[src/rtl/ones_comp_accum_if.sv]
// ones_comp_accum_if: operand stream in, folded ones'-complement result out.
interface ones_comp_accum_if #(
    parameter int WIDTH = 16
);
    logic             start;
    logic             in_valid;
    logic             in_ready;
    logic [WIDTH-1:0] in_data;
    logic             in_sub;
    logic             in_last;
    logic             out_valid;
    logic             out_ready;
    logic [WIDTH-1:0] out_sum;
    logic             out_ovf;
    modport master (
        output start, in_valid, in_data, in_sub, in_last, out_ready,
        input  in_ready, out_valid, out_sum, out_ovf
    );
    modport slave (
        input  start, in_valid, in_data, in_sub, in_last, out_ready,
        output in_ready, out_valid, out_sum, out_ovf
    );
endinterface

[src/rtl/ones_comp_accum.sv]
// ones_comp_accum: streaming ones'-complement add/sub accumulator with end-around-carry fold.
// Define ONES_NEGZERO_NORM_EN to report a negative-zero (all-ones) result as all-zeros.
module ones_comp_accum #(
    parameter int WIDTH      = 16,
    parameter int CARRY_BITS = 8
) (
    input logic clk,
    input logic rst,
    ones_comp_accum_if.slave bus
);
    localparam int ACC_W = WIDTH + CARRY_BITS;
    localparam logic [1:0] IDLE = 2'd0, ACCUM = 2'd1, FOLD = 2'd2, DONE = 2'd3;
    localparam logic [CARRY_BITS:0] CNT_MAX = {1'b1, {CARRY_BITS{1'b0}}};
    logic [1:0]            state_q, state_d;
    logic [ACC_W-1:0]      acc_q, acc_d;
    logic [CARRY_BITS:0]   cnt_q, cnt_d;
    logic                  ovf_q, ovf_d;
    logic                  valid_q, valid_d;
    logic [WIDTH-1:0]      sum_q, sum_d;
    logic [WIDTH-1:0]      lo, lo_out, operand;
    logic [CARRY_BITS-1:0] hi;
    assign lo      = acc_q[WIDTH-1:0];
    assign hi      = acc_q[ACC_W-1:WIDTH];
    assign operand = bus.in_sub ? ~bus.in_data : bus.in_data;
`ifdef ONES_NEGZERO_NORM_EN
    assign lo_out = &lo ? '0 : lo;
`else
    assign lo_out = lo;
`endif
    assign bus.in_ready  = state_q == ACCUM;
    assign bus.out_valid = valid_q;
    assign bus.out_sum   = sum_q;
    assign bus.out_ovf   = ovf_q;
    always_comb begin
        state_d = state_q;
        acc_d   = acc_q;
        cnt_d   = cnt_q;
        ovf_d   = ovf_q;
        valid_d = valid_q;
        sum_d   = sum_q;
        case (state_q)
            IDLE, ACCUM: begin
                if (bus.start) begin
                    acc_d   = '0;
                    cnt_d   = '0;
                    ovf_d   = 1'b0;
                    state_d = ACCUM;
                end else if (state_q == ACCUM && bus.in_valid) begin
                    acc_d   = acc_q + ACC_W'(operand);
                    cnt_d   = cnt_q == CNT_MAX ? cnt_q : cnt_q + (CARRY_BITS+1)'(1);
                    ovf_d   = ovf_q | (cnt_q == CNT_MAX);
                    state_d = bus.in_last ? FOLD : ACCUM;
                end
            end
            // Fold until the guard bits are empty; the check itself costs the final cycle.
            FOLD: begin
                if (hi == '0) begin
                    sum_d   = lo_out;
                    valid_d = 1'b1;
                    state_d = DONE;
                end else begin
                    acc_d = ACC_W'(lo) + ACC_W'(hi);
                end
            end
            default: begin
                if (bus.out_ready) begin
                    valid_d = 1'b0;
                    state_d = IDLE;
                end
            end
        endcase
    end
    always_ff @(posedge clk) begin
        if (rst) begin
            state_q <= IDLE;
            acc_q   <= '0;
            cnt_q   <= '0;
            ovf_q   <= 1'b0;
            valid_q <= 1'b0;
            sum_q   <= '0;
        end else begin
            state_q <= state_d;
            acc_q   <= acc_d;
            cnt_q   <= cnt_d;
            ovf_q   <= ovf_d;
            valid_q <= valid_d;
            sum_q   <= sum_d;
        end
    end
endmodule
[src/flat_wrapper.sv]
// flat-port wrapper written by rule: the top's interface ports become plain ports
module ones_comp_accum_flat 
#(
    parameter int WIDTH      = 16,
    parameter int CARRY_BITS = 8
)
  (clk, rst, bus_start, bus_in_valid, bus_in_data, bus_in_sub, bus_in_last, bus_out_ready, bus_in_ready, bus_out_valid, bus_out_sum, bus_out_ovf);
  ones_comp_accum_if #(.WIDTH(WIDTH)) bus_i ();
  input logic clk;
  input logic rst;
  input wire logic [$bits(bus_i.start)-1:0] bus_start;
  input wire logic [$bits(bus_i.in_valid)-1:0] bus_in_valid;
  input wire logic [$bits(bus_i.in_data)-1:0] bus_in_data;
  input wire logic [$bits(bus_i.in_sub)-1:0] bus_in_sub;
  input wire logic [$bits(bus_i.in_last)-1:0] bus_in_last;
  input wire logic [$bits(bus_i.out_ready)-1:0] bus_out_ready;
  output wire logic [$bits(bus_i.in_ready)-1:0] bus_in_ready;
  output wire logic [$bits(bus_i.out_valid)-1:0] bus_out_valid;
  output wire logic [$bits(bus_i.out_sum)-1:0] bus_out_sum;
  output wire logic [$bits(bus_i.out_ovf)-1:0] bus_out_ovf;
  assign bus_i.start = bus_start;
  assign bus_i.in_valid = bus_in_valid;
  assign bus_i.in_data = bus_in_data;
  assign bus_i.in_sub = bus_in_sub;
  assign bus_i.in_last = bus_in_last;
  assign bus_i.out_ready = bus_out_ready;
  assign bus_in_ready = bus_i.in_ready;
  assign bus_out_valid = bus_i.out_valid;
  assign bus_out_sum = bus_i.out_sum;
  assign bus_out_ovf = bus_i.out_ovf;
  ones_comp_accum #(.WIDTH(WIDTH), .CARRY_BITS(CARRY_BITS)) u_core (.clk(clk), .rst(rst), .bus(bus_i));
endmodule
[config.mk]
export PLATFORM = sky130hd
export DESIGN_NAME = ones_comp_accum_flat
export DESIGN_NICKNAME = d
export VERILOG_FILES = /design/src/rtl/ones_comp_accum_if.sv /design/src/rtl/ones_comp_accum.sv /design/src/flat_wrapper.sv
export SDC_FILE = /design/constraint.sdc
export NUM_CORES = 1
export LEC_CHECK = 0
export CORE_MARGIN = 5
export CORE_UTILIZATION = 45
export CTS_CLUSTER_DIAMETER = 100
export DETAILED_ROUTE_END_ITERATION = 10
export PLACE_DENSITY = 0.72
export SYNTH_ARGS = -nofsm -noshare
export SYNTH_HDL_FRONTEND = slang
export SYNTH_SLANG_ARGS = --single-unit
[constraint.sdc]
create_clock -name clk -period 5.12 [get_ports clk]
set_input_delay 1.536 -clock clk [delete_from_list [all_inputs] [get_ports clk]]
set_output_delay 1.536 -clock clk [all_outputs]
set_load 0.02 [all_outputs]
==> results of run 1 <==
-- metal layers --
| metal | track usage [%] | up-vias | share of wire [%] |
|---|---|---|---|
| met5 | 0 | - | 0 |
| met4 | 5.36 | 0 | 1.8 |
| met3 | 3.79 | 16 | 5.1 |
| met2 | 31.8 | 96 | 47 |
| met1 | 24.8 | 1544 | 46 |
| li1 | - | 1677 | - |
-- power groups by stage --
| stage | logic [uW] | clock network [uW] | registers, uW |
|---|---|---|---|
| after CTS | 290 | 259 | 457 |
| after global placement | 284 | 0 | 466 |
| after global routing | 329 | 280 | 461 |
| after floorplan | 216 | 0 | 457 |
| final | 293 | 252 | 458 |
| after detailed placement | 289 | 0 | 466 |
-- worst paths after layout --
kind | slack, ns | to | depth (start not counted)
setup / recovery | 0.70 | u_core.acc_q[16] | 13
hold / removal | 0.46 | u_core.bus.out_valid | 2
setup reg to reg | 2.25 | u_core.acc_q[16] | 11
hold reg to reg | 0.46 | u_core.bus.out_valid | 2
-- kinds of logic after synthesis --
| family | Yosys count | synth area share (%) |
|---|---|---|
| AOI/OAI and AO/OA | 113 | 20.7 |
| and+or+nand+nor | 164 | 21.6 |
| muxes | 16 | 4.51 |
| adders and majority gates | 28 | 10.1 |
| xor gates and xnor gates | 42 | 10.2 |
| buffers and inverters | 29 | 3.43 |
| DFF | 53 | 29.4 |
-- state kept, by name, summed over array words and instances (netlist names) --
signal                flops
u_core.bus.out_valid      1
u_core.cnt_q              9
u_core.acc_q             24
u_core.state_q            2
u_core.bus.out_ovf        1
u_core.bus.out_sum       16
-- placed cells by master, fill, tap and decap left out, drive strengths merged, types with 8 or more instances in the layout --
cell,instances
nand2,37
a21oi,31
xor2,31
xnor2,11
nand2b,8
o21ai,24
nor3,11
clkdlybuf4s50,41
inv,13
dfxtp,53
nor2,61
a21o,10
ha,26
mux2i,14
a211oi,8
nand3,13
-- synth_stat cells, drive strengths merged (2+ instances only) --
master   number
mux2          2
a21oi        31
nand4         6
o211a         3
a31oi         6
nand3        13
a211oi        8
nand2        37
or3           6
o41ai         2
dfxtp        53
or4           3
and2          4
xor2         31
a2bb2oi       2
a221oi        3
o211ai        5
nor2b         4
a32oi         3
nor2         61
nor3         11
nand2b        8
fa            2
nor4          2
o31ai         2
clkbuf       11
mux2i        14
and3          2
a21o         10
o21ai        24
inv          12
ha           26
a211o         2
buf           6
xnor2        11
-- cell type report --
type,instances,share of cell area [%]
timing repair buffer,46,10.7
clock buffer,5,1.64
sequential,53,25.3
clock inverter,3,0.596
multi-input combinational,363,57.7
tap,102,3.04
inverter,12,1.07
-- through the flow --
stage          hold slack, ns  setup WS, ns  total power (uW)
2_1_floorplan           0.448         0.577               673
3_5_place_dp            0.458         0.396               755
3_3_place_gp            0.448         0.499               750
5_1_grt                 0.504         0.435              1070
6_report                0.464         0.698              1000
4_1_cts                 0.473         0.714              1010
-- worst reg2reg max path, cell delays in order, from the launching register on --
cell and delay, ns:
dfxtp_1 0.43, ha_1 0.23, inv_1 0.07, fa_1 0.37, nand2b_1 0.19, a21oi_1 0.21, o2111a_1 0.28, a2111oi_0 0.08
buf_4 0.16, o22a_1 0.26, or3_1 0.37, a31oi_1 0.15
==> impl_metrics.yaml, run 1 <==
worst_hold_path:
  hold_class: "reg2reg"
  min-delay-start: "u_core.bus.out_valid"
clock_tree:
  root_buffer: "clkbuf_8"
  cts_made_buffers: 5
  clk_latency_ns: 0.32
  clk_pin_slew_ns: 0.11
  htree_levels: 2
  post_cts_buffers: 0
  cts_num_sinks: 53
  post_cts_resized: 0
  cts_tree: "built"
  cts_buffer_depth: 2
  hold_buffers: 0
sta:
  rsz0062_at_grt: "false"
  min_period_over_period_pct: 86.4
  slew_violations: 0
  setup_viol: 0
  skew_ns: 0.00813
  finalHoldViolCount: 0
  period_needed_ns: 4.42
  fmax_mhz: 226
  slew_headroom_pct: 24.8
  finalSetupTns_ns: 0
  worst_pin_slew_ns: 1.13
yosys:
  synth_area_per_cell_um2: 8.10
  ys_warn_count: 0
  synth_edf_count: 0
  synthCells: 445
  synth_top_area_cell: "dfxtp_1"
  synth_nets: 496
  seq_area_frac_synth_pct: 29.4
  ys_async_sr_fraction_pct: 0
  synth_flop_cell: "dfxtp_1"
  synth_cell_types: 61
  synthDominantCellAreaShare_pct: 29.4
  synth_seq_cells: 53
  syn_area_um2: 3610
  synth_area_leaders: "dfxtp_1, ha_1, xor2_1"
worst_setup_path:
  worst-path-buf-inv: 3
  cp_data_arrival_time_ns: 4.67
  cp.required_ns: 5.37
  critical_path.max_stage_delay_ns: 0.60
  startpoint_type: "input pin"
  critPathSlowestCell: "clkdlybuf4s50_1"
  path_cells: "clkdlybuf4s50_1 > xor2_1 > ha_1 > inv_1 > fa_1 > nand2b_1 > a21oi_1 > o2111a_1 > a2111oi_0 > buf_4 > o22a_1 > or3_1 > a31oi_1"
  cpLargestDelayFamily: "compound AO/OA/AOI/OAI gates"
  path_class: "in2reg"
  cp-startpoint: "bus_in_sub"
  worstPathMaxFanout: 8
  timing.rr.start: "u_core.acc_q[0]"
  cp-end-kind: "flip-flop"
die:
  dieWidth_um: 99.5
  fp.coreArea_um2: 7770
  io_pins: 42
  initial_utilization_pct: 46.4
  fp-row-count: 32
  dieArea_um2: 9900
  dieHeight_um: 99.5
routing:
  drt_pre_antenna_iters: 5
  drt_iter0_drc: 210
  remaining_drc_errors: 0
  num_vias: 3333
  final_antenna_net_count: 0
  wirelength_mm: 9.06
  wl_per_cell_um: 15.5
  via_per_inst: 5.71
power_and_ir_drop:
  clkPwrFrac_pct: 25.1
  p_sw_share_pct: 34.4
  p_per_area_nw_per_um2: 239
  switching_power_uw: 345
  power.share.sequential_pct: 45.7
  power_leakage_uw: 0.00177
  pwr-share-comb_pct: 29.2
  p_int_uw: 658
  ir_drop_v: 0.000108
global_routing:
  grt_max_degree: 26
  grt_pass1_vias: 3224
  antenna_found_initial: 0
  track_usage_pct: 19.0
  grt_overflow: 0
  grt_pass1_wl_mm: 15.5
status:
  outcome: "completed"
layout:
  final_util_pct: 54.0
  layoutNonFillerInstCount: 584
  nFillCells: 750
  multiInputGateArea_um2: 2420
  final_cell_area_um2: 4200
  seqCellArea_um2: 1060
  syn2layout_area_growth_pct: 16.4
  layout-drive-gt1-share_pct: 4.36
  n_antenna_cell: 0
  nNetsFinal: 532
placement:
  globalplace.congestion: 0.969
  portBuffers: 41
  place_hpwl_mm: 6.84
  place_area_um2: 4100
  dpl.cell_count: 576
flow_run:
  max-cap-violations: 0
(Power assumes the default switching activity.)
==> inputs of run 2 (changes only) <==
Settings changed: CORE_ASPECT_RATIO from default to 1.4.
==> run 2 against run 1 <==
- count of clock-buffer cells in the layout rose by 1
- non-clock buffer count decreased by 2
- sequential power is essentially flat
- total power rose by 3.8%
- die area is 0.26% higher
- sequential share of layout area unchanged
- clock power increased by 16%
- register-to-register slack better by 0.04 ns
- global-route usage increased by 0.25 points
- cell count fell by 0.68%
- largest cell class unchanged
- largest power group unchanged
==> impl_metrics.yaml, run 2 (same netlist as run 1, synthesis figures left out) <==
status:
  outcome: "completed"
worst_hold_path:
  hold_class: "reg2reg"
  holdPathStages: 2
  hold-path-endpoint: "u_core.bus.out_valid"
  min-delay-start: "u_core.bus.out_valid"
power_and_ir_drop:
  p_total_uw: 1040
  power_leakage_uw: 0.00177
  ir_drop_v: 0.000118
  p_per_area_nw_per_um2: 248
placement:
  place_hpwl_mm: 6.96
  portBuffers: 41
  globalplace.congestion: 0.888
sta:
  skew_ns: 0.0131
  setup_viol: 0
  worst_pin_slew_ns: 1.12
  period_needed_ns: 4.53
  slew_headroom_pct: 25.2
  rsz0062_at_grt: "false"
  fmax_mhz: 221
  min_period_over_period_pct: 88.5
  finalSetupTns_ns: 0
  finalHoldViolCount: 0
  slew_violations: 0
routing:
  wl_per_cell_um: 16.0
  final_antenna_net_count: 0
  via_per_inst: 5.82
  drt_iter0_drc: 207
  route.met2.wl_mm: 4.55
  wirelength_mm: 9.30
  num_vias: 3376
  highest_layer: "met4"
  wirelength_met1_mm: 3.91
  wl_met3_um: 511
  drt_pre_antenna_iters: 4
  remaining_drc_errors: 0
global_routing:
  antenna_found_initial: 0
  grt_pass1_wl_mm: 15.3
  grt_max_degree: 38
  grt_overflow: 0
  track_usage_pct: 19.2
  grt_pass1_vias: 3232
die:
  fp-row-count: 38
  io_pins: 42
  initial_utilization_pct: 46.2
  fp.coreArea_um2: 7800
  dieArea_um2: 9930
  dieHeight_um: 116
  dieWidth_um: 85.7
clock_tree:
  post_cts_buffers: 0
  htree_levels: 2
  clk_latency_ns: 0.32
  cts_tree: "built"
  clk_pin_slew_ns: 0.10
  cts_num_sinks: 53
  hold_buffers: 0
  root_buffer: "clkbuf_8"
  post_cts_resized: 0
  cts_buffer_depth: 2
  cts_made_buffers: 5
worst_setup_path:
  r2r_setup_slack_ns: 2.29
  timing.rr.start: "u_core.acc_q[0]"
  cp.required_ns: 5.37
  worstPathMaxFanout: 12
  cp-end-kind: "flip-flop"
  startpoint_type: "input pin"
  regToRegEndpoint: "u_core.acc_q[20]"
  path_class: "in2reg"
  cp_data_arrival_time_ns: 4.79
  r2r_cells: 10
layout:
  syn2layout_area_growth_pct: 16.4
  nFillCells: 745
  nNetsFinal: 530
  n_antenna_cell: 0
  layout-drive-gt1-share_pct: 3.75
  top_register: "u_core.acc_q"
  mostFrequentLayoutCells: "nor2_1, dfxtp_1, clkdlybuf4s50_1"
  layout_commonest_cell: "nor2_1"
  largest_register_ff_count: 24
flow_run:
  max-cap-violations: 0
## run 2: changes by cell type in the layout (fill, tap and decap cells not counted)
cell	before	now
bufinv_16	0	1
buf_4	5	3
clkinvlp_4	1	0
clkbuf_1	0	1
inv_6	1	0
## run 2: stage by stage
step	hold WS, ns	util [%]	std cells	area [um^2]	setup slack [ns]
5_1_grt	0.513	53.8	580	4200	0.315
3_3_place_gp	0.448	52.4	572	4090	0.457
2_1_floorplan	0.448	-	445	3610	0.577
6_report	0.462	53.8	580	4200	0.588
4_1_cts	0.462	53.8	580	4200	0.595
3_5_place_dp	0.450	52.4	572	4090	0.266
## run 2: worst max path at each step
stage,to,depth (start not counted),start
final,u_core.acc_q[20],11,bus_in_sub
after CTS,u_core.acc_q[20],11,bus_in_sub
after detailed placement,u_core.acc_q[16],11,bus_in_sub
after floorplan,u_core.acc_q[16],13,bus_in_sub
after global placement,u_core.acc_q[16],11,bus_in_sub
after global routing,u_core.acc_q[20],11,bus_in_sub
## run 2: area by class of cell
class / count / area, um^2 / area share [%]
Multi-Input combinational cell: 363 / 2420 / 57.7
Sequential cell: 53 / 1060 / 25.3
Timing Repair Buffer: 44 / 433 / 10.3
Tap cell: 100 / 125 / 2.98
Clock buffer: 6 / 72.6 / 1.73
Inverter: 12 / 45.0 / 1.07
Clock inverter: 2 / 38.8 / 0.924
## run 2: routing by layer
metal  vias up  global-route usage, %
met3        22                   3.06
met5         -                      0
met2       102                   34.1
li1       1682                      -
met1      1570                   22.5
met4         0                   8.98
## run 2: worst max-delay path, cell delays in order
cell	delay, ns
clkdlybuf4s50_1	0.64
buf_4	0.29
xor2_1	0.18
ha_1	0.30
o211ai_1	0.10
a21oi_1	0.08
o2111a_1	0.29
a2111oi_0	0.72
o22a_1	0.37
o21ai_0	0.13
a21oi_1	0.14
## run 2: power breakdown
group / total, uW / switching, uW / leakage [uW] / internal, uW
Combinational: 289 / 163 / 0.00128 / 126
Clock: 293 / 146 / 0.0000554 / 147
Sequential: 459 / 29.0 / 0.000430 / 430
Total: 1040 / 338 / 0.00177 / 703
==> inputs of run 3 (changes only) <==
Settings changed: SETUP_SLACK_MARGIN from default to 0.1.
Clock period 5.12 ns to 4.7 ns, I/O delays scaled along.
==> run 3 against run 2 <==
- sequential cell count stayed put
- non-clock buffer count is 2 higher
- critical path depth is 2 higher
- first-iteration DRC count is 8.7% lower
- worst hold slack hardly changed
- largest cell class unchanged
- highest routed layer unchanged
==> impl_metrics.yaml, run 3 (same netlist as run 1, synthesis figures left out) <==
power_and_ir_drop:
  p_per_area_nw_per_um2: 270
  power_leakage_uw: 0.00178
  ir_drop_v: 0.000138
clock_tree:
  clk_latency_ns: 0.32
  hold_buffers: 0
  post_cts_buffers: 0
  cts_buffer_depth: 2
  clk_pin_slew_ns: 0.09
  htree_levels: 2
  cts_tree: "built"
  root_buffer: "clkbuf_8"
  cts_made_buffers: 5
  post_cts_resized: 0
  cts_num_sinks: 53
layout:
  n_antenna_cell: 0
  top_register: "u_core.acc_q"
  syn2layout_area_growth_pct: 16.8
  layout-drive-gt1-share_pct: 4.15
  nNetsFinal: 532
  largest_register_ff_count: 24
  layout_commonest_cell: "nor2_1"
  mostFrequentLayoutCells: "nor2_1, dfxtp_1, clkdlybuf4s50_1"
sta:
  slew_violations: 0
  worst_pin_slew_ns: 1.14
  skew_ns: 0.0152
  slew_headroom_pct: 23.9
  min_period_over_period_pct: 90.7
  finalSetupTns_ns: 0
  whs_ns: 0.462
  finalHoldViolCount: 0
  fmax_mhz: 235
  rsz0062_at_grt: "false"
  setup_viol: 0
  period_needed_ns: 4.26
global_routing:
  grt_pass1_vias: 3286
  grt_overflow: 0
  grt_pass1_wl_mm: 15.3
  grt_max_degree: 42
  antenna_found_initial: 0
  track_usage_pct: 19.2
worst_setup_path:
  cp_data_arrival_time_ns: 4.51
  cp.required_ns: 4.95
  startpoint_type: "input pin"
  path_class: "in2reg"
  timing.rr.start: "u_core.acc_q[0]"
  cp-end-kind: "flip-flop"
  cp-startpoint: "bus_in_sub"
  r2r_setup_slack_ns: 1.87
  crit_end: "u_core.acc_q[16]"
  worstPathMaxFanout: 8
  r2r_cells: 11
  regToRegEndpoint: "u_core.acc_q[16]"
routing:
  num_vias: 3339
  wl_per_cell_um: 15.9
  drt_pre_antenna_iters: 4
  remaining_drc_errors: 0
  via_per_inst: 5.74
  wirelength_mm: 9.26
  final_antenna_net_count: 0
  drt_iter0_drc: 189
die:
  fp-row-count: 38
  fp.coreArea_um2: 7800
  dieHeight_um: 116
  dieWidth_um: 85.7
  initial_utilization_pct: 46.2
  dieArea_um2: 9930
  io_pins: 42
placement:
  portBuffers: 41
  place_hpwl_mm: 6.84
  globalplace.congestion: 0.867
worst_hold_path:
  hold_class: "reg2reg"
flow_run:
  max-cap-violations: 0
status:
  outcome: "completed"
-- run 3: cell types whose count changed in the layout (fill, tap and decap cells not counted), sizes merged --
cell	previous run	this run
buf	3	5
-- run 3: layout make-up --
| class | count | area [um^2] |
|---|---|---|
| clock buffer | 6 | 72.6 |
| timing repair buffer | 46 | 448 |
| tap | 100 | 125 |
| sequential | 53 | 1060 |
| clock inverter | 2 | 38.8 |
| fill | 787 | 3590 |
| multi-input combinational | 363 | 2420 |
| inverter | 12 | 45.0 |
-- run 3: worst min-delay path by stage --
stage	to	depth (start not counted)	slack, ns	from
6_report	u_core.bus.out_valid	2	0.46	u_core.bus.out_valid
5_1_grt	u_core.bus.out_valid	2	0.51	u_core.bus.out_valid
4_1_cts	u_core.bus.out_valid	2	0.47	u_core.bus.out_valid
3_5_place_dp	u_core.bus.out_valid	2	0.46	u_core.bus.out_valid
3_3_place_gp	u_core.bus.out_valid	2	0.45	u_core.bus.out_valid
2_1_floorplan	u_core.acc_q[23]	2	0.45	u_core.acc_q[23]
-- run 3: worst max-delay path: stages --
cell	delay, ns
clkdlybuf4s50_1	0.59
xor2_1	0.18
ha_1	0.21
inv_1	0.07
fa_1	0.37
nand2b_1	0.19
a21oi_1	0.20
o2111a_1	0.27
a2111oi_0	0.09
buf_4	0.16
o22a_1	0.25
or3_1	0.36
a31oi_1	0.15
-- run 3: layer usage --
metal  vias up  routed length [um]  track usage (%)
met3        24                 453             2.99
met1      1564                3930             23.0
li1       1665                   -                -
met4         0                 276             7.81
met2        86                4610             33.9
met5         -                   0                0
-- run 3: per-stage QoR --
step	cells	area (um^2)	power, uW	util [%]	setup slack [ns]
after floorplan	445	3610	733	-	0.283
after global placement	574	4100	816	52.6	0.185
after detailed placement	574	4100	825	52.6	0.138
after CTS	582	4210	1140	54.0	0.467
after global routing	582	4210	1200	54.0	0.233
final	582	4210	1140	54.0	0.437
-- run 3: report_power, final --
| group | total [uW] | leakage (uW) | switching [uW] | internal (uW) |
|---|---|---|---|---|
| sequential | 499 | 0.000430 | 30.6 | 468 |
| clock | 318 | 0.0000554 | 158 | 160 |
| combinational | 319 | 0.00129 | 179 | 141 |
| total | 1140 | 0.00178 | 367 | 769 |
